### config.mk
export PLATFORM = sky130hd
export DESIGN_NAME = i2c_host_fifo
export DESIGN_NICKNAME = d
export VERILOG_FILES = /design/src/rtl/i2c_host_fifo_pkg.sv /design/src/rtl/i2c_host_fifo_sync_byte_fifo.sv /design/src/rtl/i2c_host_fifo.sv
export SDC_FILE = /design/constraint.sdc
export NUM_CORES = 1
export LEC_CHECK = 0
export BUFFER_PORTS_ARGS = -buffer_cell sky130_fd_sc_hd__buf_2
export CORE_ASPECT_RATIO = 1.5
export CORE_UTILIZATION = 61
export CTS_CLUSTER_SIZE = 25
export DETAILED_ROUTE_END_ITERATION = 12
export PLACE_DENSITY = 0.8
export SYNTH_ARGS = -nofsm -noshare
export SYNTH_HDL_FRONTEND = slang
export SYNTH_SLANG_ARGS = --single-unit
### constraint.sdc
create_clock -name clk_en -period 4.3 [get_ports clk_en]
set_input_delay 0.215 -clock clk_en [delete_from_list [all_inputs] [get_ports clk_en]]
set_output_delay 0.215 -clock clk_en [all_outputs]
set_load 0.005 [all_outputs]
### src/rtl/i2c_host_fifo_pkg.sv
// Shared I2C definitions: host sequencer states and transfer limits.
package i2c_pkg;

  localparam int I2C_MAX_LEN = 16;
  localparam int I2C_BYTE_W  = 8;

  typedef enum logic [1:0] {
    ST_IDLE = 2'd0,
    ST_REQ  = 2'd1,
    ST_BUSY = 2'd2,
    ST_DONE = 2'd3
  } host_st_t;

endpackage

### src/rtl/i2c_host_fifo_sync_byte_fifo.sv
// Show-ahead byte FIFO. The head byte is held in a register so the output
// is defined out of reset and holds its value across an underflowing pop.
module sync_byte_fifo
  import i2c_pkg::*;
#(
  parameter int DEPTH = 16,
  parameter int AW    = 4
) (
  input  logic                  clk_en,
  input  logic                  rst,
  input  logic                  push,
  input  logic [I2C_BYTE_W-1:0] wdata,
  input  logic                  pop,
  output logic [I2C_BYTE_W-1:0] rdata,
  output logic [AW:0]           level,
  output logic                  full,
  output logic                  empty,
  output logic                  ovf,
  output logic                  udf
);

  localparam logic [AW:0] LVL_FULL = (AW+1)'(DEPTH);
  localparam logic [AW:0] LVL_ONE  = (AW+1)'(1);

  logic [I2C_BYTE_W-1:0] r_mem [DEPTH];
  logic [AW-1:0]         r_wr_ptr;
  logic [AW-1:0]         r_rd_ptr;
  logic [AW:0]           r_level;
  logic [I2C_BYTE_W-1:0] r_head;

  logic                  w_full;
  logic                  w_empty;
  logic                  w_pop_ok;
  logic                  w_push_ok;
  logic [AW-1:0]         w_rd_nxt;

  assign w_full    = (r_level == LVL_FULL);
  assign w_empty   = (r_level == '0);
  assign w_pop_ok  = pop & ~w_empty;
  // A pop in the same cycle frees the slot, so a push into a full FIFO survives.
  assign w_push_ok = push & (~w_full | w_pop_ok);
  assign w_rd_nxt  = r_rd_ptr + AW'(1);

  // Storage array: data only, no reset.
  always_ff @(posedge clk_en) begin
    if (w_push_ok) r_mem[r_wr_ptr] <= wdata;
  end

  // Pointers, occupancy and head-of-queue register.
  always_ff @(posedge clk_en or negedge rst) begin
    if (!rst) begin
      r_wr_ptr <= '0;
      r_rd_ptr <= '0;
      r_level  <= '0;
      r_head   <= '0;
    end else begin
      if (w_push_ok) r_wr_ptr <= r_wr_ptr + AW'(1);
      if (w_pop_ok)  r_rd_ptr <= w_rd_nxt;
      case ({w_push_ok, w_pop_ok})
        2'b10:   r_level <= r_level + LVL_ONE;
        2'b01:   r_level <= r_level - LVL_ONE;
        default: r_level <= r_level;
      endcase
      // Next head comes from memory while more than one entry remains;
      // otherwise a byte landing in an (about to be) empty FIFO bypasses.
      if (w_pop_ok && (r_level > LVL_ONE))
        r_head <= r_mem[w_rd_nxt];
      else if (w_push_ok && ((r_level == '0) || (w_pop_ok && (r_level == LVL_ONE))))
        r_head <= wdata;
    end
  end

  assign rdata = r_head;
  assign level = r_level;
  assign full  = w_full;
  assign empty = w_empty;
  assign ovf   = push & ~w_push_ok;
  assign udf   = pop & ~w_pop_ok;

endmodule

### src/rtl/i2c_host_fifo.sv
// Host-side TX/RX byte buffering and transfer sequencing for the I2C master.
// Master strobes are synchronized and edge-detected here; each edge becomes
// at most one FIFO pointer update.
module i2c_host_fifo
  import i2c_pkg::*;
#(
  parameter int DEPTH = 16,
  parameter int AW    = 4
) (
  input  logic                  clk_en,
  input  logic                  rst,
  input  logic                  tx_wr,
  input  logic [I2C_BYTE_W-1:0] tx_wdata,
  input  logic                  rx_rd,
  output logic [I2C_BYTE_W-1:0] rx_rdata,
  input  logic                  start,
  input  logic [6:0]            cfg_addr,
  input  logic                  cfg_rw,
  input  logic [4:0]            cfg_len,
  output logic                  busy,
  output logic                  done_irq,
  output logic [AW:0]           tx_level,
  output logic [AW:0]           rx_level,
  output logic                  tx_full,
  output logic                  tx_empty,
  output logic                  rx_full,
  output logic                  rx_empty,
  output logic                  err_ovf,
  output logic                  err_udf,
  output logic                  err_cfg,
  input  logic                  err_clr,
  output logic                  i_ready,
  output logic [6:0]            addr,
  output logic                  rw,
  output logic [3:0]            data_cnt,
  output logic [I2C_BYTE_W-1:0] data_in,
  input  logic                  txff_rd,
  input  logic                  rxff_wr,
  input  logic [I2C_BYTE_W-1:0] rx_byte,
  input  logic                  i2c_done
);

  host_st_t    r_state;
  host_st_t    w_state_nxt;

  // Bit 0: txff_rd, bit 1: rxff_wr, bit 2: i2c_done.
  logic [2:0]  r_sync1;
  logic [2:0]  r_sync2;
  logic [2:0]  r_dly;
  logic        w_tx_rise;
  logic        w_tx_fall;
  logic        w_rx_rise;
  logic        w_done_fall;

  logic [6:0]  r_addr;
  logic        r_rw;
  logic [3:0]  r_cnt;
  logic [4:0]  r_len;
  logic [4:0]  r_beats;
  logic        r_err_ovf;
  logic        r_err_udf;
  logic        r_err_cfg;

  logic        w_cfg_bad;
  logic        w_accept;
  logic        w_cfg_rej;
  logic        w_tx_pop;
  logic        w_rx_push;
  logic        w_tx_ovf;
  logic        w_tx_udf;
  logic        w_rx_ovf;
  logic        w_rx_udf;
  logic [31:0] w_len32;
  logic [31:0] w_txl32;
  logic [31:0] w_rxfree32;

  // Two-flop synchronizers plus one delay flop for edge detection.
  always_ff @(posedge clk_en or negedge rst) begin
    if (!rst) begin
      r_sync1 <= '0;
      r_sync2 <= '0;
      r_dly   <= '0;
    end else begin
      r_sync1 <= {i2c_done, rxff_wr, txff_rd};
      r_sync2 <= r_sync1;
      r_dly   <= r_sync2;
    end
  end

  assign w_tx_rise   =  r_sync2[0] & ~r_dly[0];
  assign w_tx_fall   = ~r_sync2[0] &  r_dly[0];
  assign w_rx_rise   =  r_sync2[1] & ~r_dly[1];
  assign w_done_fall = ~r_sync2[2] &  r_dly[2];

  assign w_len32    = 32'(cfg_len);
  assign w_txl32    = 32'(tx_level);
  assign w_rxfree32 = 32'(DEPTH) - 32'(rx_level);
  assign w_cfg_bad  = (cfg_len == 5'd0) || (w_len32 > 32'(I2C_MAX_LEN)) ||
                      (!cfg_rw && (w_txl32 < w_len32)) ||
                      ( cfg_rw && (w_rxfree32 < w_len32));

  // Sequencer state register.
  always_ff @(posedge clk_en or negedge rst) begin
    if (!rst) r_state <= ST_IDLE;
    else      r_state <= w_state_nxt;
  end

  // Next-state decode and per-cycle FIFO strobes.
  always_comb begin
    w_state_nxt = r_state;
    w_accept    = 1'b0;
    w_cfg_rej   = 1'b0;
    w_tx_pop    = 1'b0;
    w_rx_push   = 1'b0;
    case (r_state)
      ST_IDLE: begin
        if (start) begin
          if (w_cfg_bad) begin
            w_cfg_rej = 1'b1;
          end else begin
            w_accept    = 1'b1;
            w_state_nxt = ST_REQ;
          end
        end
      end
      ST_REQ: begin
        // A NACKed address produces no data strobes, only completion.
        if (w_done_fall)    w_state_nxt = ST_DONE;
        else if (w_tx_rise) w_state_nxt = ST_BUSY;
      end
      ST_BUSY: begin
        if (!r_rw && w_tx_fall && (r_beats < r_len)) w_tx_pop  = 1'b1;
        if ( r_rw && w_rx_rise && (r_beats < r_len)) w_rx_push = 1'b1;
        if (w_done_fall) w_state_nxt = ST_DONE;
      end
      ST_DONE: w_state_nxt = ST_IDLE;
      default: w_state_nxt = ST_IDLE;
    endcase
  end

  // Transfer configuration latch and beat counter.
  always_ff @(posedge clk_en or negedge rst) begin
    if (!rst) begin
      r_addr  <= '0;
      r_rw    <= 1'b0;
      r_cnt   <= '0;
      r_len   <= '0;
      r_beats <= '0;
    end else if (w_accept) begin
      r_addr  <= cfg_addr;
      r_rw    <= cfg_rw;
      r_cnt   <= 4'(cfg_len - 5'd1);
      r_len   <= cfg_len;
      r_beats <= '0;
    end else if (w_tx_pop || w_rx_push) begin
      r_beats <= r_beats + 5'd1;
    end
  end

  // Sticky error flags; a same-cycle event wins over the clear.
  always_ff @(posedge clk_en or negedge rst) begin
    if (!rst) begin
      r_err_ovf <= 1'b0;
      r_err_udf <= 1'b0;
      r_err_cfg <= 1'b0;
    end else begin
      r_err_ovf <= (r_err_ovf & ~err_clr) | w_tx_ovf | w_rx_ovf;
      r_err_udf <= (r_err_udf & ~err_clr) | w_tx_udf | w_rx_udf;
      r_err_cfg <= (r_err_cfg & ~err_clr) | w_cfg_rej;
    end
  end

  sync_byte_fifo #(.DEPTH(DEPTH), .AW(AW)) u_tx_fifo (
    .clk_en (clk_en),
    .rst    (rst),
    .push   (tx_wr),
    .wdata  (tx_wdata),
    .pop    (w_tx_pop),
    .rdata  (data_in),
    .level  (tx_level),
    .full   (tx_full),
    .empty  (tx_empty),
    .ovf    (w_tx_ovf),
    .udf    (w_tx_udf)
  );

  sync_byte_fifo #(.DEPTH(DEPTH), .AW(AW)) u_rx_fifo (
    .clk_en (clk_en),
    .rst    (rst),
    .push   (w_rx_push),
    .wdata  (rx_byte),
    .pop    (rx_rd),
    .rdata  (rx_rdata),
    .level  (rx_level),
    .full   (rx_full),
    .empty  (rx_empty),
    .ovf    (w_rx_ovf),
    .udf    (w_rx_udf)
  );

  assign i_ready  = (r_state == ST_REQ);
  assign busy     = (r_state != ST_IDLE);
  assign done_irq = (r_state == ST_DONE);
  assign addr     = r_addr;
  assign rw       = r_rw;
  assign data_cnt = r_cnt;
  assign err_ovf  = r_err_ovf;
  assign err_udf  = r_err_udf;
  assign err_cfg  = r_err_cfg;

endmodule

==> results.md, run 1 <==
* Antenna diodes at 0
* Slew Viols, Final at 0
* HPWL after DPL at 19730 um
* Crit share post-route at 0.8312
* Final Cell Area at 0.01611 mm2
* Final setup TNS at 0 ns
* Commonest non-fill, non-tap cell in the layout: edfxtp_1
* Peak VDD IR at 0.0004814 V
* Max Cap Violations at 0
* Largest family of logic cells by synthesized area: multiplexers
* Worst setup EP type: register
* Relative slew slack at 0.2377
* Placed Instance Area at 0.01487 mm2
* R2r setup slk at 0.73 ns
* Post-synth top flop: edfxtp_1
* Mapped cell area at 0.01415 mm2
* Reg clk slew, reported paths at 0.07 ns
* RSZ-0062 raised after global routing: no
* Placed insts at 1130
* Status: complete, no violations
* Synth Instances at 785
* Initial core utilization at 0.6274
* Drt first-iter violations at 647
* Port bufs at 85
* GPL Wtd Cong at 0.8930
* Power Density at 661.1 mW/mm2
* Root buffer cell: clkbuf_16
* Min Tclk post-route at 3.574 ns
* Post-cts sizing count at 0
* Critical path arrival at 4.02 ns
* First-pass GRT wire length at 47060 um
* Simple-gate share of the synthesized area at 0.05845
* Share of cells above drive strength 1 at 0.2723
* Post-DR vias/cell at 6.329
* Gr ovfl total at 0
* Number of synthesized flops with an enable pin at 256
* H-tree depth at 1
* Sequential share of the synthesized area at 0.6813
* Row count at 67
* Syn avg cell area at 18.02 um2
* Synth Area in XOR/XNOR at 0.01981
* Initial antenna violation count at 0
* Die ar. at 0.02382 mm2
* Leak at 5.911 nW
* Final Hold Vio Count at 0
* Clk_lat worst skew at 0.56 ns
* Ys Warns at 0
* 1st-pass router iterations at 5
* Routed WL per cell at 25.23 um
* Worst setup SP type: register
* Core area at 0.02255 mm2
* Final core occ at 0.7144
* Critical path class: register to register
* Die width at 126.4 um
* Worst Skew at 0.02794 ns
* Layout Nets at 980
* Max Freq at 279.8 MHz
* Asr flop ratio synth at 0.2335
* Overall power at 10.65 mW
* Commonest non-fill, non-tap cells in the layout: edfxtp_1 (256), buf_2 (84), dfrtp_1 (76)
* Final cell count without fillers at 1205
* Hold crit path type: primary input to register
* DR vias at 7626
* Die height at 188.5 um
* # clock sinks at 334
* DRC viols at 0
* Post-Synth Adder-Cell Area at 0.03272
* CP max FO at 16
* Post-route ant nets at 0
* WL final at 30410 um
* CTS tree: done
* # IOs at 86
* Vias in the first global route at 8225
* Clock buffer depth at 3
* Post-CTS setup buffers at 0
* Syn Nets at 860
* CP Data Required Time at 4.74 ns
* Synthesis-to-layout area growth at 13.86%
* Post-synth cell types at 61
* Post-CTS Hold Buffers at 19
* Largest net degree at the start of global routing at 79
* GR Util All Layers at 0.2666
* Actual slew at the worst max-slew pin at 1.143 ns
* Mux cell area share after synthesis at 0.1535
* # setup viols final at 0
* FF+latch count, synth at 334
* Post-synthesis compound-gate area fraction at 0.03343
* Cts bufs inserted at 30
-- cells by family (layout without fill, tap and decap cells) --
kind of cell,after synthesis,after routing
flip-flops,334,334
XOR/XNOR,32,32
AND/OR/NAND/NOR,141,141
adder cells (fa/ha/maj),37,37
AO/OA/AOI/OAI,69,69
buffers and inverters,61,205
multiplexers,111,111
-- final timing paths --
path	start	to	cells past startpoint
worst max-delay path	u_rx_fifo.level[1]$_DFFE_PN0P_	addr[2]$_DFFE_PN0P_	12
max in group asynchronous	rst	u_tx_fifo.r_rd_ptr[0]$_DFFE_PN0P_	2
worst min-delay path	tx_wdata[4]	u_tx_fifo.r_mem[9][4]$_DFFE_PP_	1
worst min register to register	r_sync1[1]$_DFF_PN0_	r_sync2[1]$_DFF_PN0_	0
worst max register to register	u_rx_fifo.level[1]$_DFFE_PN0P_	addr[2]$_DFFE_PN0P_	12
min in group asynchronous	rst	r_dly[1]$_DFF_PN0_	2
-- sequential cells by signal (all words and copies together), names as in the netlist, 2 cells and up --
name                count
u_rx_fifo.r_rd_ptr      4
addr                    7
u_rx_fifo.r_mem       128
r_sync2                 3
r_state                 2
u_rx_fifo.rdata         8
r_len                   5
u_tx_fifo.r_rd_ptr      4
u_tx_fifo.r_mem       128
r_sync1                 3
u_rx_fifo.r_wr_ptr      4
data_cnt                4
r_beats                 5
u_tx_fifo.rdata         8
u_tx_fifo.level         5
u_tx_fifo.r_wr_ptr      4
r_dly                   3
u_rx_fifo.level         5
-- cell type report --
type	count	area, um2
multi-input combinational	390	4220
fill	1359	6441
clock buffer	39	868.3
inverter	27	101.3
timing repair buffer	122	753.2
tap	276	345.3
clock inverter	17	178.9
sequential	334	9642
-- synth_stat cells, types with 3 or more instances --
master	n	area share
a211oi_1	3	0.0016
a21oi_1	10	0.0035
a22oi_1	3	0.0016
and2_1	10	0.0044
and3_1	3	0.0013
and4_1	8	0.0050
and4bb_2	5	0.0044
buf_2	6	0.0021
buf_4	5	0.0027
buf_6	5	0.0040
clkbuf_1	17	0.0045
dfrtp_1	78	0.14
edfxtp_1	256	0.54
ha_1	37	0.033
inv_1	27	0.0072
mux2_2	10	0.0080
mux2i_1	19	0.013
mux4_1	10	0.019
mux4_2	70	0.11
nand2_1	44	0.012
nand2b_1	3	0.0013
nand3_1	7	0.0025
nand4_1	6	0.0027
nor2_1	16	0.0042
nor2b_1	6	0.0027
nor3_1	7	0.0025
nor3b_1	12	0.0064
nor4bb_1	3	0.0021
o21ai_0	22	0.0078
o21ai_1	9	0.0032
xnor2_1	22	0.014
xor2_1	10	0.0062
-- where the power goes --
group	switching (mW)	total [mW]	internal, mW
combinational	1.83	3.59	1.76
clock	1.18	2.79	1.61
sequential	0.355	4.27	3.92
total	3.37	10.6	7.28
-- per-stage QoR --
| stage | hold slack, ns | setup WS, ns |
|---|---|---|
| finish | 0.05642 | 0.7258 |
| global route | 0.05052 | 0.4468 |
| CTS | 0.03009 | 0.7523 |
| detailed placement | 0.3244 | 0.7499 |
| global placement | 0.3248 | 0.9913 |
| floorplan | -0.08059 | 1.234 |
-- layer usage --
layer | up-vias | GRT usage | part of all wire
met3 | 88 | 0.03152 | 0.045
met2 | 279 | 0.4892 | 0.55
met5 | - | 0 | 0
met4 | 0 | 0.1339 | 0.047
li1 | 3329 | - | -
met1 | 3930 | 0.3069 | 0.35
-- worst max-delay path, stage by stage, from the launching register on --
cell and delay, ns:
dfrtp_1 0.46, inv_1 0.15, ha_1 0.23, nor3b_1 0.41
ha_1 0.19, inv_1 0.04, ha_1 0.30, nand2_1 0.06
nand4b_1 0.11, a31oi_2 0.08, nor4_4 0.72, buf_4 0.34
mux2_2 0.36
(Power assumes the default switching activity.)
==> inputs of run 2 (changes only) <==
==> constraint.sdc (replaced) <==
create_clock -name clk_en -period 3.3 [get_ports clk_en]
set_input_delay 0.165 -clock clk_en [delete_from_list [all_inputs] [get_ports clk_en]]
set_output_delay 0.165 -clock clk_en [all_outputs]
set_load 0.005 [all_outputs]
==> results.md, run 2 (same netlist as run 1, synthesis figures left out) <==
* Status: complete, no violations
* Final cell count without fillers at 1220
* Min Tclk post-route at 2.941 ns
* Share of cells above drive strength 1 at 0.2789
* Relative slew slack at 0.2572
* Root buffer cell: clkbuf_16
* Worst setup SP type: register
* Clk_lat worst skew at 0.56 ns
* CP Data Required Time at 3.48 ns
* GPL Wtd Cong at 0.8320
* Post-route ant nets at 0
* Port bufs at 85
* Crit share post-route at 0.8911
* Max Cap Violations at 0
* Hold Startpoint: tx_wdata[2]
* Max Freq at 340.1 MHz
* # IOs at 86
* Row count at 67
* Die height at 188.5 um
* Final setup TNS at 0 ns
* # setup viols final at 0
* Post-DR vias/cell at 6.389
* Max incr delay on CP at 0.55 ns
* # clock sinks at 334
* Initial antenna violation count at 1
* DRC viols at 0
* Vias in the first global route at 8315
* Leak at 6.001 nW
* CP max FO at 8
* Hold path depth at 1
* Final Hold Vio Count at 0
* Placed insts at 1138
* Initial core utilization at 0.6274
* Die width at 126.4 um
* Reg clk slew, reported paths at 0.07 ns
* R2r setup slk at 0.36 ns
* Hold crit path type: primary input to register
* RSZ-0062 raised after global routing: no
* CTS tree: done
* Drt first-iter violations at 630
* Slew Viols, Final at 0
* WL final at 30200 um
* Worst Setup SP: r_state[0]$_DFFE_PN0P_
* DR vias at 7794
* Worst Skew at 0.02049 ns
* H-tree depth at 1
* Commonest non-fill, non-tap cell in the layout: edfxtp_1
* R2R depth at 8
* Slowest cell on crit path: and4_1
* HPWL after DPL at 20240 um
* Core area at 0.02255 mm2
* Die ar. at 0.02382 mm2
* Actual slew at the worst max-slew pin at 1.114 ns
* Critical-path cell list: inv_1 -> ha_1 -> nor2b_1 -> nand3_1 -> a21o_1 -> a21oi_1 -> buf_4 -> and4_1
* Worst setup EP type: register
* Gr ovfl total at 0
* Layout Nets at 994
* Routed WL per cell at 24.76 um
* Largest registers: u_rx_fifo.r_mem x128, u_tx_fifo.r_mem x128
* Post-CTS setup buffers at 0
* First-pass GRT wire length at 46910 um
* Clock buffer depth at 3
* Hold endpoint: u_tx_fifo.r_mem[3][2]$_DFFE_PP_
* Largest net degree at the start of global routing at 79
* Critical path class: register to register
* Peak VDD IR at 0.0006233 V
* GR Util All Layers at 0.2645
* Critical path arrival at 3.12 ns
* 1st-pass router iterations at 7
* R2r endpoint: u_tx_fifo.r_mem[15][4]$_DFFE_PP_
* Power Density at 861.9 mW/mm2
* Reg2reg start: r_state[0]$_DFFE_PN0P_
* Commonest non-fill, non-tap cells in the layout: edfxtp_1 (256), buf_2 (84), dfrtp_1 (76)
* Cts bufs inserted at 30
* Synthesis-to-layout area growth at 15.10%
==> run 2: changes by cell type in the layout (fill, tap and decap cells not counted) <==
cell / delta
buf_4: +8
dlygate4sd3_1: +6
bufinv_16: +3
clkbuf_8: +3
clkbuf_16: -2
clkinv_1: -1
clkinv_2: -1
clkinv_4: -1
clkinv_8: -1
diode_2: +1
nor3b_1: -1
nor3b_2: +1
==> run 2: final cells by class <==
cell class	count	area [um2]
flip-flops and latches	334	9642
fillers	1340	6266
multi-input cells	390	4225
repair buffers	136	873.3
clock buffers	40	859.6
well taps	276	345.3
clock inverters	16	235.2
inverters	27	101.3
diodes	1	2.502
==> run 2: timing repair <==
item / 4_1_cts / 5_1_grt
endpoints found under the hold margin: 180 / 0
endpoints found under the setup margin: 0 / 1
hold buffers: 25 / 0
gates resized for setup: 0 / 1
==> run 2: how the worst max path moves through the flow <==
stage                                       end  slack (ns)  cells past startpoint
6_report       u_tx_fifo.r_mem[15][4]$_DFFE_PP_        0.36                      8
5_1_grt         u_rx_fifo.r_mem[9][7]$_DFFE_PP_        0.12                      9
4_1_cts                       err_cfg$_DFF_PN0_        0.28                     12
3_5_place_dp             r_state[1]$_DFFE_PN0P_        0.30                     12
3_3_place_gp             r_state[1]$_DFFE_PN0P_        0.42                     12
2_1_floorplan   u_rx_fifo.r_mem[0][0]$_DFFE_PP_        0.23                      8
==> run 2: critical path: cells and delay by family (launching register included) <==
family	cells	cell delay, ns
flip-flops	1	0.43
buffers and inverters	2	0.39
AO/OA/AOI/OAI	2	0.62
AND/OR/NAND/NOR	3	0.96
adder cells (fa/ha/maj)	1	0.19
==> run 2: through the flow <==
step	utilization	instance area (um2)	worst slack (ns)	hold WS, ns	total power, mW
3_5_place_dp	0.6622	14930	0.2974	0.2759	10.24
2_1_floorplan	-	14150	0.2336	-0.1306	8.869
6_report	0.7221	16280	0.3593	0.01338	14.04
4_1_cts	0.7218	16280	0.2801	0.004013	14.10
3_3_place_gp	0.6622	14930	0.4203	0.2733	10.04
5_1_grt	0.7221	16280	0.1208	0.009744	14.67
==> run 2: where the power goes <==
part / switching, mW / total, mW / internal (mW) / leakage, nW
sequential: 0.439 / 5.55 / 5.11 / 3.25
combinational: 2.34 / 4.69 / 2.34 / 2.22
clock: 1.51 / 3.80 / 2.29 / 0.531
==> run 2: layer usage <==
| metal | routed length, um | GRT usage | share of wire | vias up |
|---|---|---|---|---|
| met1 | 10870 | 0.3065 | 0.36 | 4067 |
| met4 | 1286 | 0.1145 | 0.043 | 0 |
| li1 | - | - | - | 3367 |
| met2 | 16830 | 0.4941 | 0.56 | 283 |
| met3 | 1216 | 0.02811 | 0.040 | 77 |
| met5 | 0 | 0 | 0 | - |
==> inputs of run 3 (changes only) <==
--- a/config.mk
+++ b/config.mk
@@ -13,4 +13,5 @@
 export PLACE_DENSITY = 0.8
 export SYNTH_ARGS = -nofsm -noshare
 export SYNTH_HDL_FRONTEND = slang
+export SYNTH_HIERARCHICAL = 1
 export SYNTH_SLANG_ARGS = --single-unit
==> results.md, run 3 <==
* FF+latch count, synth at 334
* Min Tclk post-route at 2.979 ns
* Commonest cells post-synth: edfxtp_1 (256), dfrtp_1 (78), mux4_2 (64), ha_1 (38), o21ai_0 (38)
* Hold Startpoint: tx_wdata[5]
* Cts bufs inserted at 30
* # clock sinks at 334
* Max incr delay on CP at 0.43 ns
* Synth top area cells: edfxtp_1 (53%), dfrtp_1 (14%), mux4_2 (10%), ha_1 (3.3%), o21ai_0 (1.3%)
* Die height at 190.3 um
* Ys Warns at 6
* Asr flop ratio synth at 0.2335
* Commonest non-fill, non-tap cell in the layout: edfxtp_1
* Layout Nets at 1063
* Antenna diodes at 0
* Post-route ant nets at 0
* Critical-path cell list: ha_1 -> a21o_1 -> a31oi_1 -> o21ai_1 -> nor2_1 -> o21a_2 -> nor3b_1 -> and2_1
* Final core occ at 0.7157
* Clk_lat worst skew at 0.56 ns
* Max Freq at 335.7 MHz
* H-tree depth at 1
* Worst setup EP type: register
* Port bufs at 85
* Most frequent cell after synthesis: edfxtp_1
* Commonest non-fill, non-tap cells in the layout: edfxtp_1 (256), buf_2 (84), dfrtp_1 (76)
* Reg area at 0.009642 mm2
* Hold endpoint: u_tx_fifo/r_mem[14][5]$_DFFE_PP_
* Slew Viols, Final at 0
* DRC viols at 0
* Yosys top cell area share at 0.5332
* Largest area contributor in the netlist: edfxtp_1
* Final Cell Area at 0.01656 mm2
* DR vias at 7965
* HPWL after DPL at 19530 um
* Leak at 6.097 nW
* Syn avg cell area at 16.86 um2
* Reg clk slew, reported paths at 0.06 ns
* R2r endpoint: u_rx_fifo/r_mem[2][2]$_DFFE_PP_
* R2R depth at 8
* Actual slew at the worst max-slew pin at 0.9626 ns
* # IOs at 86
* Share of cells above drive strength 1 at 0.2574
* Critical path class: register to register
* Hold path depth at 1
* Vias in the first global route at 8134
* WL final at 28840 um
* CP Data Required Time at 3.50 ns
* Peak VDD IR at 0.0006814 V
* Gr ovfl total at 0
* Final setup TNS at 0 ns
* Crit share post-route at 0.9028
* Worst Skew at 0.01787 ns
* Row count at 68
* Root buffer cell: clkbuf_16
* Core area at 0.02314 mm2
* Post-DR vias/cell at 6.011
* Overall power at 14.27 mW
* CTS tree: done
* Post-synth top flop: edfxtp_1
* Sequential share of the synthesized area at 0.6686
* Worst setup SP type: register
* Multi-input logic area at 0.004482 mm2
* Slowest cell on crit path: and2_1
* RSZ-0062 raised after global routing: no
* Clock buffer depth at 3
* Initial core utilization at 0.6230
* GR Util All Layers at 0.2471
* Max Cap Violations at 0
* Power Density at 861.6 mW/mm2
* Hold_ws at 0.01678 ns
* Syn Nets at 931
* Mapped cell area at 0.01442 mm2
* Synth Instances at 855
* Die width at 127.5 um
* Drt first-iter violations at 436
* Filler instances at 1464
* Reg2reg start: r_beats[2]$_DFFE_PN0P_
* R2r setup slk at 0.32 ns
* CP max FO at 12
* Relative slew slack at 0.3569
* GPL Wtd Cong at 0.8660
* Post-CTS setup buffers at 0
* Status: complete, no violations
* Critical path arrival at 3.18 ns
* Worst Setup SP: r_beats[2]$_DFFE_PN0P_
* Post-synth cell types at 65
* Largest registers: u_rx_fifo/r_mem x128, u_tx_fifo/r_mem x128
* Routed WL per cell at 21.76 um
* First-pass GRT wire length at 44810 um
* Placed Instance Area at 0.01526 mm2
* Largest net degree at the start of global routing at 37
* Number of synthesized flops with an enable pin at 256
* Initial antenna violation count at 0
* 1st-pass router iterations at 5
* Synthesis-to-layout area growth at 14.88%
* # setup viols final at 0
* Final Hold Vio Count at 0
* Die ar. at 0.02427 mm2
* Hold crit path type: primary input to register
-- run 3: changes by cell type after synthesis, moves of 8 or more --
cell     previous run  this run
nand3_1             7        22
mux2_2             10         2
and2_1             10        25
mux4_1             10         0
o21ai_0            22        38
a221o_1             0        16
mux2_4              2        10
mux2i_1            19         6
nand2_1            44        35
a22oi_1             3        16
-- run 3: logic make-up after synthesis --
kind of cell | Yosys count | synth area share
flops | 334 | 0.6686
fa+ha+maj | 38 | 0.03298
buf+inv | 62 | 0.02126
compound gates | 133 | 0.06995
mux | 84 | 0.1177
simple gates | 178 | 0.07377
xor+xnor | 26 | 0.01579
-- run 3: worst max-delay path, delay by kind of cell (launching register included) --
family	cells	cell delay (ns)
AND/OR/NAND/NOR	3	1.03
flip-flops	1	0.42
AO/OA/AOI/OAI	4	0.87
adder cells (fa/ha/maj)	1	0.31
-- run 3: metrics by stage --
stage          worst slack, ns  cells
2_1_floorplan           0.1211    855
3_3_place_gp            0.3932   1250
3_5_place_dp            0.2970   1250
4_1_cts                 0.2178   1325
5_1_grt                 0.1054   1325
6_report                0.3209   1325
-- run 3: layout make-up --
type / instances / area share
tap: 315 / 0.02380
inverter: 32 / 0.007252
clock inverter: 16 / 0.01579
timing repair buffer: 130 / 0.05001
multi-input combinational: 459 / 0.2706
clock buffer: 39 / 0.05046
sequential: 334 / 0.5821
-- run 3: routing by layer --
layer / routed length, um / part of all wire / track usage / vias up
met5: 0 / 0 / 0 / -
met4: 1151 / 0.040 / 0.1136 / 0
met3: 1057 / 0.037 / 0.02834 / 66
met2: 15830 / 0.55 / 0.4515 / 223
met1: 10790 / 0.37 / 0.2908 / 4043
li1: - / - / - / 3633
-- run 3: worst max path at each step --
| stage | end | slack [ns] | cells after the start |
|---|---|---|---|
| global placement | u_rx_fifo/r_mem[2][4]$_DFFE_PP_ | 0.39 | 8 |
| CTS | u_rx_fifo/r_mem[2][2]$_DFFE_PP_ | 0.22 | 8 |
| finish | u_rx_fifo/r_mem[2][2]$_DFFE_PP_ | 0.32 | 8 |
| floorplan | u_tx_fifo/r_mem[11][0]$_DFFE_PP_ | 0.12 | 9 |
| detailed placement | u_rx_fifo/r_mem[2][1]$_DFFE_PP_ | 0.30 | 8 |
| global route | u_rx_fifo/r_mem[2][2]$_DFFE_PP_ | 0.11 | 8 |
-- run 3: power by group --
part           internal, mW  leakage (nW)  switching, mW
combinational          2.33          2.32           2.47
sequential             5.10          3.25          0.591
clock                  2.33         0.524           1.44
total                  9.76          6.10           4.51
-- run 3: repair_timing --
action | CTS | global route
gates resized for setup | 0 | 1
hold buffers | 20 | 0
hold endpoints to repair | 99 | 0
endpoints found under the setup margin | 0 | 8
